$ cat src/rtl/i2c_target_if.sv
// Pin-level and fabric-side signals of the I2C target.
// slave = the target itself; master = the pads plus the fabric that feeds/consumes bytes.
interface i2c_target_if;
  logic       scl_in;
  logic       sda_in;
  logic       sda_oe;
  logic [7:0] rx_data;
  logic       rx_valid;
  logic       rx_ready;
  logic [7:0] tx_data;
  logic       tx_req;
  logic       busy;

  modport slave (
    input  scl_in, sda_in, rx_ready, tx_data,
    output sda_oe, rx_data, rx_valid, tx_req, busy
  );

  modport master (
    output scl_in, sda_in, rx_ready, tx_data,
    input  sda_oe, rx_data, rx_valid, tx_req, busy
  );
endinterface

$ cat src/rtl/i2c_target.sv
// Oversampling I2C target with fixed 7-bit address; pin-to-action latency SYNC_STAGES+1 clk.
// Write backpressure: rx_ready low at a byte's 8th bit NACKs it and drops the rest of the transfer.
module i2c_target #(
  parameter logic [6:0] ADDR        = 7'h50,
  parameter int         SYNC_STAGES = 2
) (
  input  logic        clk,
  input  logic        rst,
  i2c_target_if.slave bus
);

  typedef enum logic [2:0] {
    S_IDLE, S_ADDR, S_ADDR_ACK, S_WRITE, S_WRITE_ACK, S_READ, S_READ_ACK, S_WAIT_STOP
  } state_t;

  logic [SYNC_STAGES-1:0] scl_sync_q, scl_sync_d;
  logic [SYNC_STAGES-1:0] sda_sync_q, sda_sync_d;
  logic                   scl_dly_q, sda_dly_q;
  logic                   scl_s, sda_s;
  logic                   scl_rise, scl_fall, sda_rise, sda_fall;
  logic                   start_cond, stop_cond;

  state_t     state_q, state_d;
  logic [2:0] bit_cnt_q, bit_cnt_d;
  logic [7:0] shift_q, shift_d;
  logic       rw_q, rw_d;
  logic       ack_q, ack_d;
  logic       phase_q, phase_d;
  logic       sda_oe_q, sda_oe_d;
  logic [7:0] rx_data_q, rx_data_d;
  logic       rx_valid_q, rx_valid_d;
  logic       tx_req_q, tx_req_d;
  logic       busy_q, busy_d;
  logic [7:0] rx_byte;

  always_comb begin
    scl_sync_d = {scl_sync_q[SYNC_STAGES-2:0], bus.scl_in};
    sda_sync_d = {sda_sync_q[SYNC_STAGES-2:0], bus.sda_in};
  end

  assign scl_s      = scl_sync_q[SYNC_STAGES-1];
  assign sda_s      = sda_sync_q[SYNC_STAGES-1];
  assign scl_rise   = scl_s & ~scl_dly_q;
  assign scl_fall   = ~scl_s & scl_dly_q;
  assign sda_rise   = sda_s & ~sda_dly_q;
  assign sda_fall   = ~sda_s & sda_dly_q;
  assign start_cond = sda_fall & scl_s;
  assign stop_cond  = sda_rise & scl_s;
  assign rx_byte    = {shift_q[6:0], sda_s};

  always_comb begin
    state_d    = state_q;
    bit_cnt_d  = bit_cnt_q;
    shift_d    = shift_q;
    rw_d       = rw_q;
    ack_d      = ack_q;
    phase_d    = phase_q;
    sda_oe_d   = sda_oe_q;
    rx_data_d  = rx_data_q;
    rx_valid_d = 1'b0;
    tx_req_d   = 1'b0;
    busy_d     = busy_q;

    // Bus conditions win over whatever byte/bit phase we thought we were in.
    if (start_cond) begin
      state_d   = S_ADDR;
      bit_cnt_d = 3'd0;
      sda_oe_d  = 1'b0;
      phase_d   = 1'b0;
    end else if (stop_cond) begin
      state_d  = S_IDLE;
      sda_oe_d = 1'b0;
      busy_d   = 1'b0;
    end else begin
      case (state_q)
        S_IDLE: ;
        S_ADDR: begin
          if (scl_rise) begin
            shift_d   = rx_byte;
            bit_cnt_d = bit_cnt_q + 3'd1;
            if (bit_cnt_q == 3'd7) begin
              if (rx_byte[7:1] == ADDR) begin
                state_d  = S_ADDR_ACK;
                busy_d   = 1'b1;
                rw_d     = rx_byte[0];
                tx_req_d = rx_byte[0];
                phase_d  = 1'b0;
              end else begin
                state_d = S_WAIT_STOP;
              end
            end
          end
        end
        S_ADDR_ACK: begin
          if (scl_fall) begin
            if (!phase_q) begin
              sda_oe_d = 1'b1;
              phase_d  = 1'b1;
            end else begin
              bit_cnt_d = 3'd0;
              if (rw_q) begin
                // Keep the byte pre-shifted so shift_q[7] is always the next bit out.
                shift_d  = {bus.tx_data[6:0], 1'b0};
                sda_oe_d = ~bus.tx_data[7];
                state_d  = S_READ;
              end else begin
                sda_oe_d = 1'b0;
                state_d  = S_WRITE;
              end
            end
          end
        end
        S_WRITE: begin
          if (scl_rise) begin
            shift_d   = rx_byte;
            bit_cnt_d = bit_cnt_q + 3'd1;
            if (bit_cnt_q == 3'd7) begin
              rx_data_d  = rx_byte;
              rx_valid_d = 1'b1;
              ack_d      = bus.rx_ready;
              phase_d    = 1'b0;
              state_d    = S_WRITE_ACK;
            end
          end
        end
        S_WRITE_ACK: begin
          if (scl_fall) begin
            if (!phase_q) begin
              sda_oe_d = ack_q;
              phase_d  = 1'b1;
            end else begin
              sda_oe_d = 1'b0;
              if (ack_q) begin
                state_d = S_WRITE;
              end else begin
                state_d = S_WAIT_STOP;
                busy_d  = 1'b0;
              end
            end
          end
        end
        S_READ: begin
          if (scl_fall) begin
            bit_cnt_d = bit_cnt_q + 3'd1;
            if (bit_cnt_q == 3'd7) begin
              sda_oe_d = 1'b0;
              phase_d  = 1'b0;
              state_d  = S_READ_ACK;
            end else begin
              sda_oe_d = ~shift_q[7];
              shift_d  = {shift_q[6:0], 1'b0};
            end
          end
        end
        S_READ_ACK: begin
          if (scl_rise) begin
            if (!sda_s) begin
              tx_req_d = 1'b1;
              phase_d  = 1'b1;
            end else begin
              state_d = S_WAIT_STOP;
              busy_d  = 1'b0;
            end
          end else if (scl_fall && phase_q) begin
            shift_d   = {bus.tx_data[6:0], 1'b0};
            sda_oe_d  = ~bus.tx_data[7];
            bit_cnt_d = 3'd0;
            state_d   = S_READ;
          end
        end
        S_WAIT_STOP: sda_oe_d = 1'b0;
        default:     state_d  = S_IDLE;
      endcase
    end
  end

  always_ff @(posedge clk or negedge rst) begin
    if (!rst) begin
      scl_sync_q <= '1;
      sda_sync_q <= '1;
      scl_dly_q  <= 1'b1;
      sda_dly_q  <= 1'b1;
      state_q    <= S_IDLE;
      bit_cnt_q  <= 3'd0;
      shift_q    <= 8'h00;
      rw_q       <= 1'b0;
      ack_q      <= 1'b0;
      phase_q    <= 1'b0;
      sda_oe_q   <= 1'b0;
      rx_data_q  <= 8'h00;
      rx_valid_q <= 1'b0;
      tx_req_q   <= 1'b0;
      busy_q     <= 1'b0;
    end else begin
      scl_sync_q <= scl_sync_d;
      sda_sync_q <= sda_sync_d;
      scl_dly_q  <= scl_s;
      sda_dly_q  <= sda_s;
      state_q    <= state_d;
      bit_cnt_q  <= bit_cnt_d;
      shift_q    <= shift_d;
      rw_q       <= rw_d;
      ack_q      <= ack_d;
      phase_q    <= phase_d;
      sda_oe_q   <= sda_oe_d;
      rx_data_q  <= rx_data_d;
      rx_valid_q <= rx_valid_d;
      tx_req_q   <= tx_req_d;
      busy_q     <= busy_d;
    end
  end

  assign bus.sda_oe   = sda_oe_q;
  assign bus.rx_data  = rx_data_q;
  assign bus.rx_valid = rx_valid_q;
  assign bus.tx_req   = tx_req_q;
  assign bus.busy     = busy_q;

endmodule

$ cat src/flat_wrapper.sv
// flat-port wrapper written by rule: the top's interface ports become plain ports
module i2c_target_flat 
#(
  parameter logic [6:0] ADDR        = 7'h50,
  parameter int         SYNC_STAGES = 2
)
  (clk, rst, bus_scl_in, bus_sda_in, bus_rx_ready, bus_tx_data, bus_sda_oe, bus_rx_data, bus_rx_valid, bus_tx_req, bus_busy);
  i2c_target_if bus_i ();
  input  logic clk;
  input  logic rst;
  input wire logic [$bits(bus_i.scl_in)-1:0] bus_scl_in;
  input wire logic [$bits(bus_i.sda_in)-1:0] bus_sda_in;
  input wire logic [$bits(bus_i.rx_ready)-1:0] bus_rx_ready;
  input wire logic [$bits(bus_i.tx_data)-1:0] bus_tx_data;
  output wire logic [$bits(bus_i.sda_oe)-1:0] bus_sda_oe;
  output wire logic [$bits(bus_i.rx_data)-1:0] bus_rx_data;
  output wire logic [$bits(bus_i.rx_valid)-1:0] bus_rx_valid;
  output wire logic [$bits(bus_i.tx_req)-1:0] bus_tx_req;
  output wire logic [$bits(bus_i.busy)-1:0] bus_busy;
  assign bus_i.scl_in = bus_scl_in;
  assign bus_i.sda_in = bus_sda_in;
  assign bus_i.rx_ready = bus_rx_ready;
  assign bus_i.tx_data = bus_tx_data;
  assign bus_sda_oe = bus_i.sda_oe;
  assign bus_rx_data = bus_i.rx_data;
  assign bus_rx_valid = bus_i.rx_valid;
  assign bus_tx_req = bus_i.tx_req;
  assign bus_busy = bus_i.busy;
  i2c_target #(.ADDR(ADDR), .SYNC_STAGES(SYNC_STAGES)) u_core (.clk(clk), .rst(rst), .bus(bus_i));
endmodule
$ cat config.mk
export PLATFORM = sky130hd
export DESIGN_NAME = i2c_target_flat
export DESIGN_NICKNAME = d
export VERILOG_FILES = /design/src/rtl/i2c_target_if.sv /design/src/rtl/i2c_target.sv /design/src/flat_wrapper.sv
export SDC_FILE = /design/constraint.sdc
export NUM_CORES = 1
export LEC_CHECK = 0
export ABC_CLOCK_PERIOD_IN_PS = 3600
export BUFFER_PORTS_ARGS = -buffer_cell sky130_fd_sc_hd__buf_2
export CAP_MARGIN = 20
export CORE_MARGIN = 2
export CORE_UTILIZATION = 45
export DETAILED_ROUTE_END_ITERATION = 7
export PLACE_DENSITY = 0.72
export SYNTH_ARGS = -nofsm -noshare
export SYNTH_HDL_FRONTEND = slang
export SYNTH_SLANG_ARGS = --single-unit
$ cat constraint.sdc
create_clock -name clk -period 3.6 [get_ports clk]
set_input_delay 0.36 -clock clk [delete_from_list [all_inputs] [get_ports clk]]
set_output_delay 0.36 -clock clk [all_outputs]
set_load 0.01 [all_outputs]
**Word-level counts from Yosys, hierarchy flattened**

Index checks and enable logic that the tools add are counted.

- Equal/unequal tests: 53
- Bitwise operators: 14
- Mux-type cells: 84
- Div/mod/pow operators: 0
- Magnitude comparators: 0
- Add/subtract/negate cells: 1
- Multipliers: 0
- Shifts and indexed selects: 0
- Reductions and logical operators: 17

Operators by type and width:

| cell | count |
|---|---|
| two-way mux 3 bit | 26 |
| two-way mux 8 bit | 8 |
| inequality test 3 x 1 -> 1 bit (second input constant) | 18 |
| inequality test 4 x 1 -> 1 bit (second input constant) | 11 |
| two-way mux 1 bit | 43 |
| case mux 8 bit (4 select lines) | 1 |
| AND reduction 10 bit | 2 |
| case mux 3 bit (6 select lines) | 1 |
| equality test 3 bit (second input constant) | 5 |
| inequality test 2 x 1 -> 1 bit (second input constant) | 7 |
| AND reduction 13 bit | 1 |
| case mux 3 bit (4 select lines) | 1 |
| AND reduction 6 bit | 2 |
| AND reduction 11 bit | 1 |
| case mux 1 bit (5 select lines) | 2 |
| inverter 1 bit | 8 |
| AND reduction 8 bit | 1 |
| nonzero test 4 bit | 2 |
| nonzero test 8 bit | 1 |
| equality test 7 bit (second input constant) | 1 |
| nonzero test 7 bit | 1 |
| AND 1 bit | 6 |
| equality test 3 x 2 -> 1 bit (second input constant) | 2 |
| inequality test 3 bit (second input constant) | 2 |
| other kinds (14) | 16 |

- Input port bits: 13
- Latch bits: 0
- Memory bits (writable): 0
- Output and inout port bits: 12
- Memory bits (read-only): 0
- Flip-flop bits (word level): 35
- Logic and storage cells: 184
- Memories kept: 0

**Depth between registers and ports, before layout**

- Depth after elaboration: 8
- Gate-level depth with buffers: 7
- Mapped depth without buffers: 7

**Worst setup path after synthesis**

No wires, ideal clock.

- Kind: register -> register
- Start point: register u_core.bit_cnt_q[0]
- End point: register u_core.shift_q[1]
- Required time: 3.475 ns
- Path slack: 1.611 ns
- Arrival: 1.865 ns
- Cell stages (with the launch flop): 8
- Path buffers: 0
- Library setup time: 0.125 ns
- Period minus slack after synthesis: 1.989 ns
- Path through: dfrtp_1 ha_1 ha_1 nor2b_1 nand2_1 nand3_1 a311oi_4 mux2_2

- Cells in the longest elaborated chain, start to end: 3

Ends and longest elaborated chain:

| what | RTL line | source |
|---|---|---|
| from (decl) | i2c_target.sv:24 | `logic [2:0] bit_cnt_q, bit_cnt_d;` |
| from (signal assigned) | i2c_target.sv:200 | `bit_cnt_q <= bit_cnt_d;` |
| equality test 3 bit | i2c_target.sv:145 | `if (bit_cnt_q == 3'd7) begin` |
| inequality test 2 bit (no source line) | - |  |
| AND reduction 11 bit (no source line) | - |  |
| to (signal assigned) | i2c_target.sv:201 | `shift_q <= shift_d;` |
| to (decl) | i2c_target.sv:25 | `logic [7:0] shift_q, shift_d;` |

No other way between the ends.
A chain may end at the register's enable or synchronous reset.

**Final worst setup path**

- Start point: register u_core.state_q[1]
- End point: register u_core.shift_q[2]

- Cells in the longest elaborated chain, start to end: 4
- Elaborated cells on any way between the ends: 17
- Classes of those cells: eq/ne: 13; mux: 1; reduce/logical: 3

Ends and longest elaborated chain:

| what | RTL line | source |
|---|---|---|
| from (decl) | i2c_target.sv:23 | `state_t state_q, state_d;` |
| from (signal assigned) | i2c_target.sv:199 | `state_q <= state_d;` |
| equality test 3 x 1 -> 1 bit / equality test 3 x 2 -> 1 bit (equally long branches) | i2c_target.sv:75 | `case (state_q)` |
| OR reduction 2 bit (no source line) | - |  |
| inequality test 2 x 1 -> 1 bit (no source line) / nonzero test 4 bit (equally long branches) | - |  |
| AND reduction 11 bit (no source line) | - |  |

Several ways; a longest one is shown, not always the timed one.

==> metrics.md <==
| Metric | Value |
|---|---|
| Post-synth EDFFs | 0 |
| Min setup slack post-route | 1170 ps |
| RSZ-0062 raised after global routing | no |
| PnR Total Power | 1.08 mW |
| Initial antenna violation count | 0 |
| Ports | 25 |
| Pre-antenna DRT Iters | 5 |
| Worst clock skew | 7.57 ps |
| F_max | 411 MHz |
| TritonCTS clock tree | yes |
| Setup TNS | 0 ps |
| Core area | about 4400 µm² |
| Setup crit end kind | register |
| Multiplexer share of the synthesized area | 0.142 |
| Crit-path leading delay family | flip-flops |
| Largest net degree at the start of global routing | 36 |
| Clock Tree Root | clkbuf_8 |
| Starting Density | 0.468 |
| Grt ovf | 0 |
| Via Count | 1629 |
| Count of different cell masters after synthesis | 59 |
| Total GRT Usage | 0.203 |
| Final count of hold timing violations | 0 |
| WL per Instance | 17.4 µm |
| # DRC | 0 |
| Largest family of logic cells by synthesized area | compound AO/OA/AOI/OAI gates |
| Critical path depth in cells | 4 |
| Mapped cell area | 2050 µm² |
| Max clock buf depth | 2 |
| Peak supply drop | 0.294 mV |
| Run status | finished clean |
| Height of the chip | 71.5 µm |
| Synthesized area per cell | 10.5 µm² |
| Fraction of layout cells with a size suffix above 1 | 0.330 |
| Data required, critical path | 3780 ps |
| Min cycle time layout | 2430 ps |
| Critical setup path kind | register to register |
| Post-DP Area | 2170 µm² |
| Critical-path cell list | nor2b_1, o21ai_1, a311oi_4, mux2_2 |
| Final antenna-violating net count | 0 |
| Max Fanout on Critical Path | 30 |
| Number of global-route vias before repair | about 1600 |
| Clk Latency, worst-skew pair | around 300 ps |
| Detailed Route Iter0 Violations | 178 |
| Pleak | around 1.0 nW |
| Post-Syn Nets | 210 |
| Resize count post-CTS | 0 |
| Cells after Synth | roughly 200 |
| Slowest stage cell, crit path | dfrtp_1 |
| Setup WS pre-CTS | approximately 1200 ps |
| First-pass GRT wire length | between 8000 and 9000 µm |
| Reg2reg path depth | 4 |
| Worst-Margin Slew | a little over 900 ps |
| Max cap viols | 0 |
| Worst setup SP type | register |
| Total CTS buffers | 5 |
| Post-synth top flop | dfrtp_1 |
| Clock-pin slew on the worst setup and hold paths | 80 ps |
| Relative slew slack | 0.380 |
| Adder-Cell Fraction of Synth Area | 0.0122 |
| Finished Cell Area | 2250 µm² |
| Worst path max stage delay | 950 ps |
| Slew Viols, Final | 0 |
| Power density over cell area | roughly 480 nW/µm² |
| Ys async rst share | 1.00 |
| Syn. warnings | 0 |
| Yosys reg bits | 35 |
| Number of vias per cell | 6.10 |
| Register area share after synthesis | 0.430 |
| Port Buf Inserts | 24 |
| CP arrival | between 2000 and 3000 ps |
| Post-CTS Setup Inserts | 0 |
| Diodes inserted | 0 |
| DP HPWL | approximately 3200 µm |
| Cts hold-fix bufs | 0 |
| Gpl congestion | 0.932 |
| CTS HTree Levels | 2 |
| Post-layout util | 0.513 |
| Synth Area in XOR/XNOR | 0.00854 |
| Routed wire length | 4640 µm |
| Crit path buffers/inverters | 0 |
| Clock sink count | 35 |
| Post-Synth Simple-Gate Area | 0.164 |
| Nets@finish | around 230 |
| Min-delay worst type | input port to asynchronous set/reset pin |
| Die area | about 5100 µm² |
| # rows | 24 |
| Compound-Gate Fraction of Synth Area | 0.197 |
| Layout area overhead | 9.70% |
| Final period util | 0.676 |
| DIE WIDTH | 71.5 µm |
| Fillers | 383 |
| Setup violations, final | 0 |
## area by class of cell
class,instances,area [µm²],share of cell area
Clock buffer,6,72.6,0.0322
Clock inverter,2,12.5,0.00556
Inverter,6,22.5,0.0100
Multi-Input combinational cell,142,1070,0.477
Sequential cell,35,883,0.392
Tap cell,52,65.1,0.0289
Timing Repair Buffer,24,120,0.0534
## routing by layer
metal / GRT usage / part of all wire / vias up
li1: - / - / 758
met3: 0.0464 / 0.064 / 15
met5: 0 / 0 / -
met4: 0.0922 / 0.029 / 0
met1: 0.282 / 0.43 / 783
met2: 0.302 / 0.47 / 73
## registers in the layout, indices dropped and copies added, names as in the netlist
signal	count
u_core.bus.rx_data	8
u_core.shift_q	8
u_core.bit_cnt_q	3
u_core.state_q	3
u_core.scl_sync_q	2
u_core.sda_sync_q	2
u_core.ack_q	1
u_core.bus.busy	1
u_core.bus.rx_valid	1
u_core.bus.sda_oe	1
u_core.bus.tx_req	1
u_core.phase_q	1
u_core.rw_q	1
u_core.scl_dly_q	1
u_core.sda_dly_q	1
## through the flow
step / hold slack (ps) / instances
floorplan: 64.4 / 195
global placement: 346 / 259
detailed placement: 347 / 259
CTS: 155 / 267
global route: 148 / 267
finish: 127 / 267
## where the power goes
| part | internal (mW) | total, mW | leakage [nW] | switching, mW |
|---|---|---|---|---|
| Combinational | 0.142 | 0.252 | 0.557 | 0.109 |
| Sequential | 0.464 | 0.547 | 0.446 | 0.0833 |
| Clock | 0.135 | 0.286 | 0.0412 | 0.151 |
## synth_stat cells (3+ instances only)
cell type,number,area share
o21ai_0,10,0.024
nor2b_1,4,0.012
dfstp_2,6,0.077
nand2b_1,3,0.0091
nand3_1,4,0.0098
nand2_1,12,0.022
buf_2,6,0.015
dfrtp_1,29,0.35
mux2_2,25,0.14
and3_1,3,0.0091
a21oi_1,9,0.022
inv_1,6,0.011
nor2_1,13,0.024
a31oi_1,4,0.012
clkbuf_1,3,0.0055
and2_1,3,0.0091
## worst reg2reg max path, delay by kind of cell (launching register included)
family | cells | cell delay, ps
compound gates | 2 | 720
flops | 1 | 950
mux | 1 | 400
simple gates | 1 | 250
## logic make-up after synthesis
kind of cell / after synthesis
DFF: 35
muxes: 26
and+or+nand+nor: 58
buffers and inverters: 18
AOI/OAI and AO/OA: 54
adders and majority gates: 2
xor gates and xnor gates: 2
## cells in the final DEF (no fill, tap or decap), drive strengths merged, types with 4 or more instances in the layout
cell,n
a21oi,9
a31oi,4
buf,24
clkbuf,6
dfrtp,29
dfstp,6
inv,6
mux2,25
nand2,12
nand2b,4
nand3,4
nor2,13
nor2b,5
o21ai,11
## worst paths after layout
kind	start	to	slack, ps
max	u_core.state_q[1]	u_core.shift_q[2]	1170
min	rst	u_core.phase_q	130
max reg2reg	u_core.state_q[1]	u_core.shift_q[2]	1170
min reg2reg	u_core.sda_sync_q[0]	u_core.sda_sync_q[1]	360
max in group asynchronous	rst	u_core.bit_cnt_q[2]	2970
min in group clk	bus_sda_in	u_core.sda_sync_q[0]	160
(Power assumes the default switching activity.)
